## src/rtl/rom_sdram_writer.sv

```systemverilog
// rom_sdram_writer: maps ROM loader writes onto fixed SDRAM regions, buffers
// them in a small FIFO and issues them to the SDRAM controller over req/ack.
// Optional feature macro: ROM_CHECKSUM_EN (adds a 16-bit sum of committed words).
module rom_sdram_writer #(
  parameter int unsigned FIFO_DEPTH  = 4,
  parameter int unsigned REGION_BITS = 20
) (
  input  logic        clk_sys,
  input  logic        reset,
  input  logic        load_en,
  input  logic [8:0]  rom_we,
  input  logic [25:0] rom_addr,
  input  logic [15:0] rom_data,
  output logic        ioctl_wait,
  output logic        sdram_req,
  output logic [23:0] sdram_addr,
  output logic [15:0] sdram_data,
  input  logic        sdram_ack,
  output logic        load_done,
`ifdef ROM_CHECKSUM_EN
  output logic [15:0] checksum,
`endif
  output logic        overflow
);

  localparam int unsigned PTR_W  = $clog2(FIFO_DEPTH);
  localparam int unsigned CNT_W  = PTR_W + 1;
  localparam int unsigned ADDR_W = 24;
  localparam int unsigned DATA_W = 16;
  localparam int unsigned WE_W   = 9;
  localparam int unsigned IDX_W  = 4;

  typedef struct packed {
    logic [ADDR_W-1:0] addr;
    logic [DATA_W-1:0] data;
  } wr_entry_t;

  typedef enum logic {
    ST_IDLE = 1'b0,
    ST_REQ  = 1'b1
  } state_t;

  state_t            state;
  state_t            state_next;

  wr_entry_t         mem [FIFO_DEPTH];
  logic [PTR_W-1:0]  wr_ptr;
  logic [PTR_W-1:0]  rd_ptr;
  logic [CNT_W-1:0]  count;
  logic [CNT_W-1:0]  count_next;

  logic [IDX_W-1:0]  region_idx;
  wr_entry_t         in_entry;
  logic              strobe;
  logic              full;
  logic              push;
  logic              drop;
  logic              pop;

  logic              load_en_q;
  logic              load_rise;
  logic              seen_load;

  // Address bits above the region window are intentionally discarded.
  logic              unused_addr_bits;
  assign unused_addr_bits = ^rom_addr[25:REGION_BITS];

  // Lowest set write strobe selects the region; higher bits are ignored.
  always_comb begin
    region_idx = '0;
    for (int i = WE_W - 1; i >= 0; i--) begin
      if (rom_we[i]) region_idx = IDX_W'(i);
    end
  end

  // Incoming FIFO entry and push/drop qualification.
  always_comb begin
    in_entry.addr = ADDR_W'({region_idx, rom_addr[REGION_BITS-1:0]});
    in_entry.data = rom_data;
    strobe        = |rom_we;
    full          = (count == CNT_W'(FIFO_DEPTH));
    push          = strobe && !full;
    drop          = strobe && full;
  end

  // Write FSM next state and FIFO pop decision.
  always_comb begin
    state_next = state;
    pop        = 1'b0;
    case (state)
      ST_IDLE: begin
        if (count != '0) begin
          pop        = 1'b1;
          state_next = ST_REQ;
        end
      end
      ST_REQ: begin
        if (sdram_ack) begin
          if (count != '0) begin
            pop = 1'b1;
          end else begin
            state_next = ST_IDLE;
          end
        end
      end
      default: begin
        state_next = ST_IDLE;
      end
    endcase
  end

  // Occupancy after this edge; a push and pop together cancel out.
  always_comb begin
    count_next = count + CNT_W'(push) - CNT_W'(pop);
  end

  assign load_rise = load_en && !load_en_q;

  // FSM state register.
  always_ff @(posedge clk_sys) begin
    if (reset) begin
      state <= ST_IDLE;
    end else begin
      state <= state_next;
    end
  end

  // FIFO pointers and occupancy.
  always_ff @(posedge clk_sys) begin
    if (reset) begin
      wr_ptr <= '0;
      rd_ptr <= '0;
      count  <= '0;
    end else begin
      if (push) wr_ptr <= wr_ptr + PTR_W'(1);
      if (pop)  rd_ptr <= rd_ptr + PTR_W'(1);
      count <= count_next;
    end
  end

  // FIFO storage; contents need no reset since the pointers define validity.
  always_ff @(posedge clk_sys) begin
    if (push) mem[wr_ptr] <= in_entry;
  end

  // Registered SDRAM request, payload, backpressure and overflow flag.
  always_ff @(posedge clk_sys) begin
    if (reset) begin
      sdram_req  <= 1'b0;
      sdram_addr <= '0;
      sdram_data <= '0;
      ioctl_wait <= 1'b0;
      overflow   <= 1'b0;
    end else begin
      sdram_req <= (state_next == ST_REQ);
      if (pop) begin
        sdram_addr <= mem[rd_ptr].addr;
        sdram_data <= mem[rd_ptr].data;
      end
      // Stall one slot early so a strobe already in flight still fits.
      ioctl_wait <= (count_next >= CNT_W'(FIFO_DEPTH - 1));
      if (drop) overflow <= 1'b1;
    end
  end

  // Download tracking and completion flag.
  always_ff @(posedge clk_sys) begin
    if (reset) begin
      load_en_q <= 1'b0;
      seen_load <= 1'b0;
      load_done <= 1'b0;
    end else begin
      load_en_q <= load_en;
      if (load_rise) seen_load <= 1'b1;
      if (load_rise) begin
        load_done <= 1'b0;
      end else begin
        load_done <= seen_load && !load_en && (count == '0) && (state == ST_IDLE);
      end
    end
  end

`ifdef ROM_CHECKSUM_EN
  // Running sum of every word the SDRAM controller acknowledges.
  always_ff @(posedge clk_sys) begin
    if (reset) begin
      checksum <= '0;
    end else if (load_rise) begin
      checksum <= '0;
    end else if (state == ST_REQ && sdram_ack) begin
      checksum <= checksum + sdram_data;
    end
  end
`endif

endmodule

```

## config.mk

```make
export PLATFORM = sky130hd
export DESIGN_NAME = rom_sdram_writer
export DESIGN_NICKNAME = d
export VERILOG_FILES = /design/src/rtl/rom_sdram_writer.sv
export SDC_FILE = /design/constraint.sdc
export NUM_CORES = 1
export LEC_CHECK = 0
export ABC_AREA = 1
export BUFFER_PORTS_ARGS = -buffer_cell sky130_fd_sc_hd__buf_2
export CAP_MARGIN = 20
export CORE_ASPECT_RATIO = 1.1
export CORE_MARGIN = 3
export CORE_UTILIZATION = 40
export CTS_CLUSTER_DIAMETER = 40
export DETAILED_ROUTE_END_ITERATION = 10
export PLACE_DENSITY = 0.62
export SLEW_MARGIN = 10
export SYNTH_ARGS = -nofsm -noshare
export SYNTH_HDL_FRONTEND = slang
export SYNTH_SLANG_ARGS = --single-unit
```

## constraint.sdc

```tcl
create_clock -name clk_sys -period 3.55 [get_ports clk_sys]
set_input_delay 0.355 -clock clk_sys [delete_from_list [all_inputs] [get_ports clk_sys]]
set_output_delay 0.355 -clock clk_sys [all_outputs]
set_load 0.05 [all_outputs]
```

==> results.cfg <==
[sta]
post-route-period-util_pct = 65.7
setup_tns_ps = 0
finalSetupViolCount = 0
finalWorstSetupSlack_ps = 1220
slew-limit-headroom_pct = 41.5
fmaxAchievable_mhz = 429
timing.clock.skew_ps = 9.26
fin_crit_ps = 2330
rsz0062_at_grt = no
timing_worst_slew_pin_value_ps = 878
final-max-slew-violation-count = 0
finalHoldViolCount = 0

[synth]
dominantRegCellSynth = sky130_fd_sc_hd__edfxtp_1
synth_seq_area_share_pct = 72.2
synth-simple-area-share_pct = 11.1
mappedNetlistNets = 761
yosys.area_share.adder_pct = 1.17
synth_top_family_by_area = simple AND/OR/NAND/NOR gates
synth_warnings = 0
post_synth_xor_area_fraction_pct = 0.324
postSynthCellCount = 699
postSynth.asyncResetShare_pct = 0
synth_cell_type_count = 26
synth_mux_area_share_pct = 0
post_synth_instance_area_um2 = 8120
synth.ff_latch_count = 213
synth-edff-count = 160
synthesis.area_per_instance_um2 = 11.6
compound_gate_portion_of_the_synthesized_area_pct = 11.0

[clock_tree]
cts_tree = yes
cts_hold_buf = 0
ctsLongestPathBuffers = 3
postCtsSetupBuffers = 0
latest_clock_arrival_within_the_worst_skew_pair_ps = 510
tritoncts.num_buffers = 26
cts_htree_levels = 1
clkSinkCount = 213
clkTransAtPathRegs_ps = 60
clockRootBuffer = sky130_fd_sc_hd__clkbuf_16
post_cts_resized = 0

[die]
placement_rows = 54
die_area_um2 = 22000
num_io_pins = 99
initial_util_pct = 40.9
die_height_um = 155
core_um2 = 19900
floorplan.die.width_um = 142

[global_routing]
first_pass_grt_wire_length_mm = 25.9
via_count_of_the_first_global_routing_pass = 4966
grt_start_max_net_pins = 83
globalRoute.totalOverflow = 0
overall_global_routing_resource_usage_pct = 14.7
antenna_found_initial = 1

[critical_path]
critPathArrivalTime_ps = 2710
r2r_setup_slack_ps = 1220
cp-startpoint = count[1]$_SDFF_PP0_
path_cells = inv_2 > nand3_1 > nand2_1 > ha_1 > inv_1 > ha_1 > fa_1 > xnor2_1 > o21ai_0
crit_end = ioctl_wait$_SDFF_PP0_
startpoint_type = flop
critical-path-top-cell-by-count = sky130_fd_sc_hd__ha_1
worst_setup_path_end_kind = flop
path_class = reg2reg
critical-path-max-stage-delay_ps = 380
r2r_depth = 9
rr_startpoint = count[1]$_SDFF_PP0_
critical_path.max_fanout = 6
cp_slowest_cell = sky130_fd_sc_hd__ha_1
r2r_end = ioctl_wait$_SDFF_PP0_
required_ps = 3930

[job]
timing.max_cap.violations = 0

[power]
power_density_nw_per_um2 = 977
vdd.ir_drop.worst_v = 0.000716
power.switching_fraction_pct = 36.9
power_switching_uw = 3480
sequentialPowerShare_pct = 40.2
power.share.clock_pct = 27.6
power.leakage_uw = 0.00366
p_comb_share_pct = 32.2
p_total_uw = 9450
internal-power_uw = 5970

[detailed_routing]
drtPass1Iterations = 4
vias = 5133
detailedRoute.firstIterationViolations = 295
post-route-drc-count = 0
avgRoutedWirePerCell_um = 15.5
drtAntennaViolNets = 0
via_density = 4.84
wl_mm = 16.4

[status]
status = complete, no violations

[place]
placement.io_buffers = 92
post_place_setup_slack_ps = 920
detailed_place_hpwl_mm = 9.30
gp_congestion = 0.728

[cells_and_area]
antennaDiodeCount = 0
areaGrowthSynthToFinish_pct = 19.1
most_frequent_cells_in_the_layout = 217 x sky130_fd_sc_hd__nor2_1, 160 x sky130_fd_sc_hd__edfxtp_1, 116 x sky130_fd_sc_hd__o21ai_1
num-nets-final = 850
fraction_of_layout_cells_with_a_size_suffix_above_1_pct = 19.6
leading_cell_type_in_the_layout_fill_and_taps_excluded = sky130_fd_sc_hd__nor2_1

[worst_hold_path]
worstHoldPathCells = 1
hold_path_class = in2reg
## area by class of cell
type | instances | area (um2)
fill | 1836 | 10200
sequential | 213 | 5870
multi-input combinational | 422 | 1950
clock buffer | 30 | 687
timing repair buffer | 100 | 558
tap | 252 | 315
clock inverter | 18 | 193
inverter | 25 | 98.8
## power groups by stage
| stage | Clock (uW) | Sequential (uW) | Combinational, uW |
|---|---|---|---|
| 6_report | 2610 | 3800 | 3040 |
| 2_1_floorplan | 0 | 4390 | 1790 |
| 5_1_grt | 2780 | 3870 | 3380 |
| 4_1_cts | 2670 | 3800 | 3110 |
| 3_5_place_dp | 0 | 3850 | 3100 |
| 3_3_place_gp | 0 | 3830 | 3060 |
## routing by layer
layer / wire length [um] / GRT usage (%) / vias to the layer above
met5: 18 / 0 / -
met4: 299 / 3.93 / 2
met3: 790 / 3.10 / 25
met2: 8160 / 25.5 / 88
met1: 7160 / 18.7 / 2422
li1: - / - / 2596
## cell usage after synthesis (3+ instances only)
cell	n	share of area (%)
sky130_fd_sc_hd__inv_1	19	0.88
sky130_fd_sc_hd__ha_1	6	0.92
sky130_fd_sc_hd__nand3_1	3	0.18
sky130_fd_sc_hd__buf_2	24	1.5
sky130_fd_sc_hd__o21ai_1	116	7.2
sky130_fd_sc_hd__buf_6	5	0.69
sky130_fd_sc_hd__nand2_1	10	0.46
sky130_fd_sc_hd__inv_2	4	0.18
sky130_fd_sc_hd__nor2_1	221	10
sky130_fd_sc_hd__buf_4	6	0.55
sky130_fd_sc_hd__o21ai_0	48	3.0
sky130_fd_sc_hd__dfxtp_1	53	13
sky130_fd_sc_hd__clkbuf_1	3	0.14
sky130_fd_sc_hd__a21oi_1	8	0.49
sky130_fd_sc_hd__edfxtp_1	160	59
## worst min path at each step
stage	startpoint	endpoint	slack, ps
2_1_floorplan	seen_load$_SDFFE_PP0P_	seen_load$_SDFFE_PP0P_	440
3_3_place_gp	seen_load$_SDFFE_PP0P_	seen_load$_SDFFE_PP0P_	460
3_5_place_dp	seen_load$_SDFFE_PP0P_	load_done$_SDFF_PP0_	470
4_1_cts	rom_addr[3]	mem[3][19]$_DFFE_PP_	40
5_1_grt	rom_addr[3]	mem[3][19]$_DFFE_PP_	50
6_report	rom_addr[17]	mem[1][33]$_DFFE_PP_	70
## metrics by stage
stage	instance area, um2	util, %	instances	hold WS [ps]
3_3_place_gp	8790	44.2	1012	457
4_1_cts	9670	48.7	1060	45.0
5_1_grt	9670	48.7	1060	51.2
6_report	9670	48.7	1060	65.2
2_1_floorplan	8120	-	699	440
3_5_place_dp	8790	44.2	1012	471
## flip-flops by register name, summed over array words and instances, names as in the netlist
signal / count
rd_ptr: 2
load_en_q: 1
sdram_addr: 24
wr_ptr: 2
mem: 160
overflow: 1
sdram_req: 1
load_done: 1
seen_load: 1
count: 3
sdram_data: 16
ioctl_wait: 1
## worst max-delay path, delay by kind of cell, from the launching register on
kind,cells,cell delay [ps]
and+or+nand+nor,2,510
adders and majority gates,3,940
buffers and inverters,2,110
xor gates and xnor gates,1,200
DFF,1,360
AOI/OAI and AO/OA,1,100
## kinds of logic after synthesis
family	after synthesis
buf+inv	64
fa+ha+maj	7
xor+xnor	3
simple gates	237
compound gates	175
flops	213
(Power assumes the default switching activity.)
